[src/rtl/fulladd_pkg.sv]
// Shared widths, FSM state encoding and vector type for the full-adder self-test engine.
package fulladd_pkg;

   localparam int VEC_W = 3;
   localparam int ERR_W = 8;

   typedef enum logic [1:0] {
      ST_IDLE  = 2'd0,
      ST_DRIVE = 2'd1,
      ST_DONE  = 2'd2
   } state_t;

   typedef logic [VEC_W-1:0] vec_t;

endpackage

[src/rtl/fulladd_model.sv]
// Golden full-adder reference: vector {A,B,CIN} to expected SUM/COUT.
module fulladd_model
   import fulladd_pkg::*;
(
   input  logic [VEC_W-1:0] v_i,
   output logic             exp_sum_o,
   output logic             exp_cout_o
);

   assign exp_sum_o  = ^v_i;
   assign exp_cout_o = (v_i[2] & v_i[1]) | (v_i[2] & v_i[0]) | (v_i[1] & v_i[0]);

endmodule

[src/rtl/fulladd_bist.sv]
// Self-test engine for the 1-bit full adder: walks all eight input vectors LOOPS times,
// samples the response after SETTLE_CYC cycles and keeps an error count plus the first failing vector.
module fulladd_bist
   import fulladd_pkg::*;
#(
   parameter int SETTLE_CYC = 1,
   parameter int LOOPS      = 1
) (
   input  logic             clk,
   input  logic             rst_n,
   input  logic             start,
   input  logic             abort,
   input  logic             dut_sum,
   input  logic             dut_cout,
   output logic             dut_a,
   output logic             dut_b,
   output logic             dut_cin,
   output logic             busy,
   output logic             done,
   output logic             pass,
   output logic [ERR_W-1:0] err_cnt,
   output logic [VEC_W-1:0] first_fail_vec,
   output logic             first_fail_valid,
   output logic [1:0]       dbg_state
);

   // Handshake: start is a level sampled on the rising edge and only honoured in IDLE;
   // abort is sampled every edge and wins over start and over the compare on that edge.

   state_t             state_q;
   vec_t               v_q;
   logic [3:0]         settle_q;
   logic [3:0]         loop_q;
   logic [ERR_W-1:0]   err_q;
   logic [VEC_W-1:0]   ff_vec_q;
   logic               ff_valid_q;
   logic               busy_q;
   logic               done_q;
   logic               pass_q;

   logic               exp_sum;
   logic               exp_cout;
   logic               mismatch_d;
   logic [ERR_W-1:0]   err_d;
   logic               last_settle;
   logic               last_loop;

   fulladd_model u_model (
      .v_i        (v_q),
      .exp_sum_o  (exp_sum),
      .exp_cout_o (exp_cout)
   );

   assign last_settle = (settle_q == 4'(SETTLE_CYC - 1));
   assign last_loop   = (loop_q == 4'(LOOPS - 1));

   // A double-bit miss on one vector still counts once; the count sticks at all-ones.
   always_comb begin
      mismatch_d = (dut_sum != exp_sum) || (dut_cout != exp_cout);
      err_d      = err_q;
      if (mismatch_d && (err_q != {ERR_W{1'b1}})) begin
         err_d = err_q + 1'b1;
      end
   end

   always_ff @(posedge clk or negedge rst_n) begin
      if (!rst_n) begin
         state_q    <= ST_IDLE;
         v_q        <= '0;
         settle_q   <= '0;
         loop_q     <= '0;
         err_q      <= '0;
         ff_vec_q   <= '0;
         ff_valid_q <= 1'b0;
         busy_q     <= 1'b0;
         done_q     <= 1'b0;
         pass_q     <= 1'b0;
      end else begin
         done_q <= 1'b0;
         case (state_q)
            ST_IDLE: begin
               if (start && !abort) begin
                  state_q    <= ST_DRIVE;
                  busy_q     <= 1'b1;
                  v_q        <= '0;
                  settle_q   <= '0;
                  loop_q     <= '0;
                  err_q      <= '0;
                  ff_vec_q   <= '0;
                  ff_valid_q <= 1'b0;
                  pass_q     <= 1'b0;
               end
            end
            ST_DRIVE: begin
               if (abort) begin
                  state_q  <= ST_IDLE;
                  busy_q   <= 1'b0;
                  pass_q   <= 1'b0;
                  v_q      <= '0;
                  settle_q <= '0;
               end else if (last_settle) begin
                  settle_q <= '0;
                  err_q    <= err_d;
                  if (mismatch_d && !ff_valid_q) begin
                     ff_valid_q <= 1'b1;
                     ff_vec_q   <= v_q;
                  end
                  // v wraps to 000 after 111, which also parks the stimulus at zero for IDLE.
                  v_q <= v_q + 1'b1;
                  if (v_q == {VEC_W{1'b1}}) begin
                     if (last_loop) begin
                        state_q <= ST_DONE;
                        busy_q  <= 1'b0;
                        done_q  <= 1'b1;
                        pass_q  <= (err_d == '0);
                     end else begin
                        loop_q <= loop_q + 1'b1;
                     end
                  end
               end else begin
                  settle_q <= settle_q + 1'b1;
               end
            end
            ST_DONE: begin
               state_q <= ST_IDLE;
            end
            default: begin
               state_q <= ST_IDLE;
            end
         endcase
      end
   end

   assign dut_a            = v_q[2];
   assign dut_b            = v_q[1];
   assign dut_cin          = v_q[0];
   assign busy             = busy_q;
   assign done             = done_q;
   assign pass             = pass_q;
   assign err_cnt          = err_q;
   assign first_fail_vec   = ff_vec_q;
   assign first_fail_valid = ff_valid_q;
   assign dbg_state        = state_q;

endmodule

[config.mk]
export PLATFORM = sky130hd
export DESIGN_NAME = fulladd_bist
export DESIGN_NICKNAME = d
export VERILOG_FILES = /design/src/rtl/fulladd_pkg.sv /design/src/rtl/fulladd_model.sv /design/src/rtl/fulladd_bist.sv
export SDC_FILE = /design/constraint.sdc
export NUM_CORES = 1
export LEC_CHECK = 0
export BUFFER_PORTS_ARGS = -buffer_cell sky130_fd_sc_hd__buf_2
export CORE_ASPECT_RATIO = 0.6
export CORE_MARGIN = 1.5
export CORE_UTILIZATION = 45
export CTS_CLUSTER_SIZE = 20
export DETAILED_ROUTE_END_ITERATION = 8
export MAX_ROUTING_LAYER = met4
export PLACE_DENSITY = 0.7
export SLEW_MARGIN = 25
export SYNTH_ARGS = -nofsm -noshare
export SYNTH_HDL_FRONTEND = slang
export SYNTH_SLANG_ARGS = --single-unit
[constraint.sdc]
create_clock -name clk -period 5.61 [get_ports clk]
set_input_delay 1.122 -clock clk [delete_from_list [all_inputs] [get_ports clk]]
set_output_delay 1.122 -clock clk [all_outputs]
set_load 0.02 [all_outputs]
* Yosys cells after proc, flatten, opt, wreduce, memory -nomap -nowiden
Cells that the tools add are included.
** Cells by class
- $add $sub $neg :: 4
- Equal/unequal tests :: 14
- Muxes and demuxes :: 49
- Bitwise gates (word level) :: 5
- Reduce and logical (&&, ||, !) cells :: 19
** Operator list (count)
- 8-bit 2-to-1 mux :: 4
- 4-bit 2-to-1 mux :: 7
- 1-bit 2-to-1 mux :: 18
- 3-bit 2-to-1 mux :: 6
- 4-bit case mux with 2 select lines :: 2
- 8-bit case mux with 2 select lines :: 1
- 2-bit != test (second input constant) :: 6
- 3-bit case mux with 2 select lines :: 2
- 2-bit 2-to-1 mux :: 5
- 5-bit AND reduction :: 2
- 3-bit != test (second input constant) :: 3
- 4-bit by 1-bit adder with 4-bit output (second input constant) :: 2
- 8-bit by 1-bit adder with 8-bit output (second input constant) :: 1
- 4-bit logical NOT :: 2
- 8-bit logical NOT :: 1
- 8-bit != test (second input constant) :: 1
- 4-bit AND reduction :: 2
- 1-bit case mux with 2 select lines :: 3
- 6-bit AND reduction :: 1
- 2-bit case mux with 2 select lines :: 1
- 3-bit by 1-bit adder with 3-bit output (second input constant) :: 1
- 1-bit AND :: 3
- 3-bit == test (second input constant) :: 1
- 1-bit logical AND :: 3
- other kinds (10) :: 13
** Storage, ports and cells
- Register bits :: 28
- Input bits :: 6
- Output and inout port bits :: 20
- Logic and storage cells :: 101

* Longest topological paths before layout
Gate-level depths: netlist of run 1.
- Depth after elaboration :: 13
- Depth in mapped cells :: 9
- Gate-level depth less buffers :: 7

* By module
Synthesis of run 1 repeated with hierarchy kept, for this count alone.
** Unflattened totals
- Cells, all modules :: 172
- Area total of the unflattened synthesis :: 1629.1 um^2
** By module, submodules not included
- fulladd_bist :: times used 1, cells each 171, area each 1609.0 um^2, seq. area each 700.7 um^2
- fulladd_model :: times used 1, cells each 1, area each 20.0 um^2, seq. area each 0.0 um^2

* Worst setup path before layout of run 1
No wires, ideal clock.
- Path kind :: input port to flip-flop
- From :: input dut_sum
- To :: register pass_q, in the netlist pass
- Setup time :: 0.104 ns
- Arrival :: 2.421 ns
- Required time :: 5.506 ns
- Setup slack :: 3.086 ns
- Stages :: 5
- Buffers on the path :: 0
- Cell sequence :: xor2_1 a211oi_1 nor2b_1 mux2_2 o41ai_2
** Between the ends
- Word-level cells in the longest chain between the ends :: 10
** RTL lines
- start: declaration :: line fulladd_bist.sv:13 : input logic dut_sum,
- 1-bit != test :: line fulladd_bist.sv:59 : mismatch_d = (dut_sum != exp_sum) || (dut_cout != exp_cout);
- 1-bit logical OR :: line fulladd_bist.sv:59
- 1-bit logical AND :: line fulladd_bist.sv:61 : if (mismatch_d && (err_q != {ERR_W{1'b1}})) begin
- 8-bit 2-to-1 mux :: line fulladd_bist.sv:61
- 8-bit logical NOT :: line fulladd_bist.sv:115 : pass_q <= (err_d == '0);
- 1-bit 2-to-1 mux :: line fulladd_bist.sv:111 : if (last_loop) begin
- 1-bit 2-to-1 mux :: line fulladd_bist.sv:110 : if (v_q == {VEC_W{1'b1}}) begin
- 1-bit 2-to-1 mux :: line fulladd_bist.sv:101 : end else if (last_settle) begin
- 1-bit 2-to-1 mux :: line fulladd_bist.sv:95 : if (abort) begin
- 1-bit case mux with 2 select lines :: line fulladd_bist.sv:80 : case (state_q)
- end signal: assignment :: line fulladd_bist.sv:115
- end: declaration :: line fulladd_bist.sv:39 : logic pass_q;
No other way between the ends. The select of a mux whose other input is x is not followed.
A chain may end at the register's enable or synchronous reset.

* Worst setup path in the final report of run 1
- From :: register v_q[0]
- To :: register pass_q, in the netlist pass
** Between the ends
- Word-level cells in the longest chain between the ends :: 13
- Elaborated cells between the ends (all ways) :: 19
- Classes of those cells :: eq/ne: 4; mux: 6; bitwise: 4; reduce/logical: 5
** RTL lines
- start: declaration :: line fulladd_bist.sv:31 : vec_t v_q;
- start signal: assignment :: line fulladd_bist.sv:109 : v_q <= v_q + 1'b1;
- 1-bit AND :: line fulladd_model.sv:11 : assign exp_cout_o = (v_i[2] & v_i[1]) | (v_i[2] & v_i[0]) | (v_i[1] & v_i[0]);
- 1-bit OR (2 in a row) :: line fulladd_model.sv:11
- 1-bit != test :: line fulladd_bist.sv:59
- 1-bit logical OR :: line fulladd_bist.sv:59
- 1-bit logical AND :: line fulladd_bist.sv:61
- 8-bit 2-to-1 mux :: line fulladd_bist.sv:61
- 8-bit logical NOT :: line fulladd_bist.sv:115
- 1-bit 2-to-1 mux :: line fulladd_bist.sv:111
- 1-bit 2-to-1 mux :: line fulladd_bist.sv:110
- 1-bit 2-to-1 mux :: line fulladd_bist.sv:101
- 1-bit 2-to-1 mux :: line fulladd_bist.sv:95
- 1-bit case mux with 2 select lines :: line fulladd_bist.sv:80
Several ways; a longest one is shown, not always the timed one. The select of a mux whose other input is x is not followed.

==> impl_metrics.tcl, run 1 <==
set metrics [dict create \
    finalWeightedCongestion 0.9386 \
    fin_crit_sh_pct 44.84 \
    synthCells 167 \
    cts-root-buf "clkbuf_8" \
    grt_pass1_vias 1214 \
    synth_area_um2 1603 \
    antenna_found_initial 0 \
    fp.dieH_um 49.23 \
    min_to "first_fail_vec[2]" \
    antenna_cells 0 \
    synth_nets 181 \
    cts_buffer_depth 2 \
    synth_top_area_share_pct 43.72 \
    hold_class "register to register" \
    drt_wl_total_mm 3.598 \
    layout-drive-gt1-share_pct 18.75 \
    cp.required_ns 5.79 \
    synth-async-reset-ratio_pct 100.0 \
    dr.pass1.iters 5 \
    rrSetupSlack_ns 3.09 \
    fillers 327 \
    tightest_slew_ns 0.7779 \
    cts.htree.levels 1 \
    report.final.slew_viol_count 0 \
    reg2reg_to "pass" \
    clock_latency_ns 0.28 \
    post_drt_via_cell_ratio 5.852 \
    grt_pass1_wl_mm 6.182 \
    wl_per_cell_um 15.18 \
    max_slew_margin_pct 48.03 \
    io-pin-count 26 \
    cts-hold-fix-buffers 0 \
    ys_types 45 \
    synth-edff-count 0 \
    fmax_mhz 397.5 \
    end_kind "register" \
    r2r-start "v_q[0]" \
    rsz0062_at_grt "false" \
    cts_tree "done" \
    crit_path_max_incr_delay_ns 0.46 \
    setup_tns_ns 0 \
    reg2regPathDepth 7 \
    fin_crit_ns 2.516 \
    synthToLayoutAreaGrowth_pct 14.29 \
    finClkSkew_ns 0.01216 \
    die_w_um 80.05 \
    crit_type "register to register" \
    placed_cells 233 \
    hold_path_depth 1 \
    track_usage_pct 21.10 \
    cp_max_fo 6 \
    finalNonFillerCells 237 \
    syn_avg_cell_area_um2 9.598 \
    cts_buffers 3 \
    ys_ff_latch 28 \
    drc 0 \
    postCtsSetupBuffers 0 \
    start_util_pct 48.23 \
    drtIter0Drc 130 \
    grt_max_degree 29 \
    io_buffer_count 25 \
    synthFlopType "dfrtp_1" \
    worstHoldStart "first_fail_vec[2]" \
    num_vias 1387 \
    power_density_nw_per_um2 307.1 \
    ys_top_cells_by_area "dfrtp_1 (44%), ha_1 (5.5%), nor2_1 (4.4%)" \
    cts_sinks 28 \
    cp_slowest_cell "dfrtp_1" \
    path_clk_slew_ns 0.10 \
    yosysMostFrequentCell "dfrtp_1" \
    cts-resized-gates 0 \
    grt-ovfl-total 0 \
    synth_seq_area_share_pct 43.72 \
    hold_viol 0 \
    yosys_warnings 0 \
    setup_viol_count_final 0 \
    crit_chain "inv_1, fa_1, xor2_1, a211oi_1, nor2b_1, mux2_2, o41ai_2" \
    coreArea_um2 3323 \
    peakVddDrop_uv 198.6 \
    nNetsFinal 207 \
    max_cap_violations 0 \
    status "finished clean" \
    dieArea_um2 3941 \
    netlist_top_cells_count "dfrtp_1 (28), nor2_1 (19), inv_1 (14)" \
    ant_nets 0 \
    rows 16 \
    critPathArrivalTime_ns 2.69 \
    dp_hpwl_mm 2.652 \
    leakagePower_nw 0.8896 \
    synth_largest_area_cell "dfrtp_1" \
    startpoint_type "register" \
]
## cell families (layout without fill, tap and decap cells)
kind of cell / after synthesis / in the layout / share of synthesized area, %
AOI/OAI and AO/OA: 45 / 45 / 18.97
xor gates and xnor gates: 8 / 8 / 4.372
adders and majority gates: 8 / 8 / 6.713
buffers and inverters: 18 / 43 / 4.762
DFF: 28 / 28 / 43.72
muxes: 4 / 4 / 2.654
and+or+nand+nor: 56 / 56 / 18.81
## power by group
part	total [W]	switching, W	internal, W
clock network	0.000161	0.0000656	0.0000956
registers	0.000246	0.0000256	0.000221
logic	0.000155	0.000101	0.0000547
## registers in the layout, summed over array words and instances, names as in the netlist
register and cells:
first_fail_valid 1, settle_q 4, err_cnt 8, first_fail_vec 3
busy 1, dbg_state 2, pass 1, v_q 3
loop_q 4, done 1
## stage by stage
step	instance area (um2)	power [W]	worst slack [ns]	util, %	hold WS, ns
2_1_floorplan	1603	0.0003588	3.086	-	0.5036
3_3_place_gp	1760	0.0004005	2.906	52.97	0.4834
3_5_place_dp	1760	0.0004053	2.896	52.97	0.4920
4_1_cts	1832	0.0005651	3.057	55.12	0.5207
5_1_grt	1832	0.0005992	2.917	55.12	0.5528
6_report	1832	0.0005625	3.095	55.12	0.5137
## cells in the final DEF, fill, tap and decap left out, types with 6 or more instances in the layout
| cell | synthesis | final |
|---|---|---|
| nor2_1 | 19 | 19 |
| o21ai_0 | 13 | 13 |
| buf_2 | 1 | 25 |
| ha_1 | 7 | 7 |
| a31oi_1 | 7 | 7 |
| dfrtp_1 | 28 | 28 |
| inv_1 | 14 | 14 |
| nand3_1 | 6 | 6 |
| xnor2_1 | 6 | 6 |
| nand2_1 | 12 | 12 |
## layer usage
metal	vias to the layer above	routed length, um	GRT usage [%]	share of wire (%)
li1	656	-	-	-
met1	662	1684	30.19	47
met2	65	1521	30.53	42
met3	4	365	6.168	10
met4	0	27	2.586	0.75
met5	-	0	-	0
## worst max-delay path, delay by kind of cell (launching register included)
family          cells  cell delay (ns)
compound gates      2             0.67
xor+xnor            1             0.21
fa+ha+maj           1             0.45
buf+inv             1             0.08
flops               1             0.46
mux                 1             0.36
simple gates        1             0.19
## cell type report
| type | count | area, um2 | share of cell area, % |
|---|---|---|---|
| multi-input cells | 121 | 825.8 | 45.08 |
| flip-flops and latches | 28 | 700.7 | 38.25 |
| inverters | 14 | 52.55 | 2.869 |
| clock inverters | 1 | 30.03 | 1.639 |
| clock buffers | 3 | 41.29 | 2.254 |
| repair buffers | 25 | 125.1 | 6.831 |
| well taps | 45 | 56.30 | 3.074 |
## worst max path at each step
stage	slack (ns)	cells past startpoint	startpoint	endpoint
2_1_floorplan	3.09	5	dut_sum	pass
3_5_place_dp	2.90	6	dut_sum	pass
4_1_cts	3.06	7	v_q[0]	pass
3_3_place_gp	2.91	6	dut_sum	pass
5_1_grt	2.92	7	v_q[2]	pass
6_report	3.09	7	v_q[0]	pass
Note: power is estimated with default switching activity, not from simulation.
==> inputs of run 2 (changes only) <==
--- a/config.mk
+++ b/config.mk
@@ -12,7 +12,7 @@
 export CTS_CLUSTER_SIZE = 20
 export DETAILED_ROUTE_END_ITERATION = 8
 export MAX_ROUTING_LAYER = met4
-export PLACE_DENSITY = 0.7
+export PLACE_DENSITY = 0.72
 export SLEW_MARGIN = 25
 export SYNTH_ARGS = -nofsm -noshare
 export SYNTH_HDL_FRONTEND = slang
==> constraint.sdc (replaced) <==
create_clock -name clk -period 2 [get_ports clk]
set_input_delay 0.4 -clock clk [delete_from_list [all_inputs] [get_ports clk]]
set_output_delay 0.4 -clock clk [all_outputs]
set_load 0.02 [all_outputs]
==> run 2 against run 1 <==
The flow now finishes with violations (setup timing). Clock power increased to 2.9 times the previous value. Combinational power rose to 5.4 times the previous value. Clock-buffer cell count unchanged. Cell count grew 14%. Via count up 8.3%. Sequential share of layout area is 7.8 points lower. First-iteration DRC count is 12% lower. Critical path depth did not move. Worst hold slack lost 0.39 ns. Routed wire length up 27%. Largest cell class unchanged.
==> impl_metrics.tcl, run 2 (synthesis results as in run 1) <==
set metrics [dict create \
    synthToLayoutAreaGrowth_pct 44.34 \
    crit_type "register to register" \
    seqPwrFrac_pct 34.0 \
    drtIter0Drc 115 \
    fmax_mhz 429.0 \
    clock_latency_ns 0.29 \
    layout-drive-gt1-share_pct 46.88 \
    finalWeightedCongestion 0.9383 \
    setup_tns_ns -1.583 \
    nNetsFinal 239 \
    pre_cts_slack_ns -0.2568 \
    power_density_nw_per_um2 847.8 \
    cts_buffers 3 \
    fin_hold_ws_ns 0.1187 \
    status "complete, but fails checks" \
    cts.htree.levels 1 \
    power_frac_comb_pct 42.6 \
    ant_nets 0 \
    finClkSkew_ns 0.008506 \
    cts_tree "done" \
    io-pin-count 26 \
    grt_pass1_wl_mm 7.107 \
    grt_pass1_vias 1412 \
    num_vias 1502 \
    dr.pass1.iters 4 \
    fp.dieH_um 49.23 \
    hold_class "input pin to asynchronous set/reset pin" \
    cts_buffer_depth 2 \
    setup_viol_count_final 12 \
    end_kind "register" \
    max_cap_violations 0 \
    internal-power_w 0.001267 \
    pwr-share-clk_pct 23.4 \
    cts_sinks 28 \
    switchingPower_w 0.0006947 \
    cts-hold-fix-buffers 0 \
    rsz0062_at_grt "true" \
    reg2reg_to "pass" \
    hold_viol 0 \
    grt-ovfl-total 0 \
    antenna_found_initial 0 \
    final_cell_mix "buf_4 (27), dfrtp_1 (25), buf_2 (25)" \
    path_clk_slew_ns 0.10 \
    tightest_slew_ns 0.6323 \
    postLayoutCoreUtil_pct 69.62 \
    startpoint_type "register" \
    cp_max_fo 4 \
    rrSetupSlack_ns -0.33 \
    layout_commonest_cell "buf_4" \
    fin_crit_ns 2.331 \
    largest_reg_flops 8 \
    max_slew_margin_pct 57.84 \
    wl_per_cell_um 16.95 \
    dp_hpwl_mm 3.158 \
    cp.required_ns 2.19 \
    coreArea_um2 3323 \
    drc 0 \
    die_w_um 80.05 \
    report.final.slew_viol_count 0 \
    place_area_um2 2007 \
    critPathArrivalTime_ns 2.53 \
    final_area_um2 2313 \
    drt_wl_total_mm 4.560 \
    leakagePower_nw 1.085 \
    antenna_cells 0 \
    switching_share_pct 35.42 \
    reg2regPathDepth 7 \
    violations "setup timing" \
    post_drt_via_cell_ratio 5.584 \
    cts-root-buf "clkbuf_8" \
    grt_max_degree 29 \
    start_util_pct 48.23 \
    track_usage_pct 24.52 \
    rows 16 \
    peakVddDrop_uv 512.6 \
    io_buffer_count 25 \
    r2r-start "v_q[2]" \
    fin_crit_sh_pct 116.5 \
    worst_slack_ns -0.3309 \
    dieArea_um2 3941 \
]
## run 2: cell type report
class	count	area, um2
multi-input combinational	121	1041
fill	244	1010
sequential	28	704.4
timing repair buffer	57	387.9
tap	45	56.30
inverter	14	52.55
clock buffer	3	41.29
clock inverter	1	30.03
## run 2: through the flow
step           std cells  power [W]
6_report             269   0.001961
5_1_grt              269   0.002062
4_1_cts              266   0.001834
3_5_place_dp         261   0.001318
3_3_place_gp         261   0.001308
2_1_floorplan        167   0.001049
## run 2: layer usage
metal / vias to the layer above / GRT usage [%] / wire, um
met3: 10 / 3.364 / 256
met2: 50 / 35.85 / 2102
met1: 731 / 36.17 / 2155
met4: 0 / 5.460 / 45
li1: 711 / - / -
met5: - / - / 0
## run 2: timing repair
action	in CTS	in global routing
pin swaps	8	15
endpoints found under the setup margin	15	19
resized for setup	18	29
setup buffers	1	3
gates cloned	0	0
## run 2: how the worst max path moves through the flow
stage	startpoint	endpoint	cells after the start
finish	v_q[2]	pass	7
global placement	v_q[0]	pass	7
floorplan	settle_q[0]	pass	9
detailed placement	v_q[1]	pass	7
CTS	v_q[0]	pass	7
global route	v_q[2]	pass	7
## run 2: worst max-delay path, cell delays in order (launching register included)
cell and delay (ns):
dfrtp_2 0.43, inv_2 0.07, fa_1 0.46, xor2_2 0.23, a211oi_2 0.31, nor2b_4 0.20
mux2_4 0.33, o41ai_4 0.21
## run 2: power groups by stage
stage,Clock [W],Combinational (W),Sequential [W]
after CTS,0.000468,0.000700,0.000665
final,0.000459,0.000836,0.000666
after global routing,0.000484,0.000904,0.000674
after floorplan,0,0.000301,0.000748
after global placement,0,0.000640,0.000668
after detailed placement,0,0.000647,0.000672
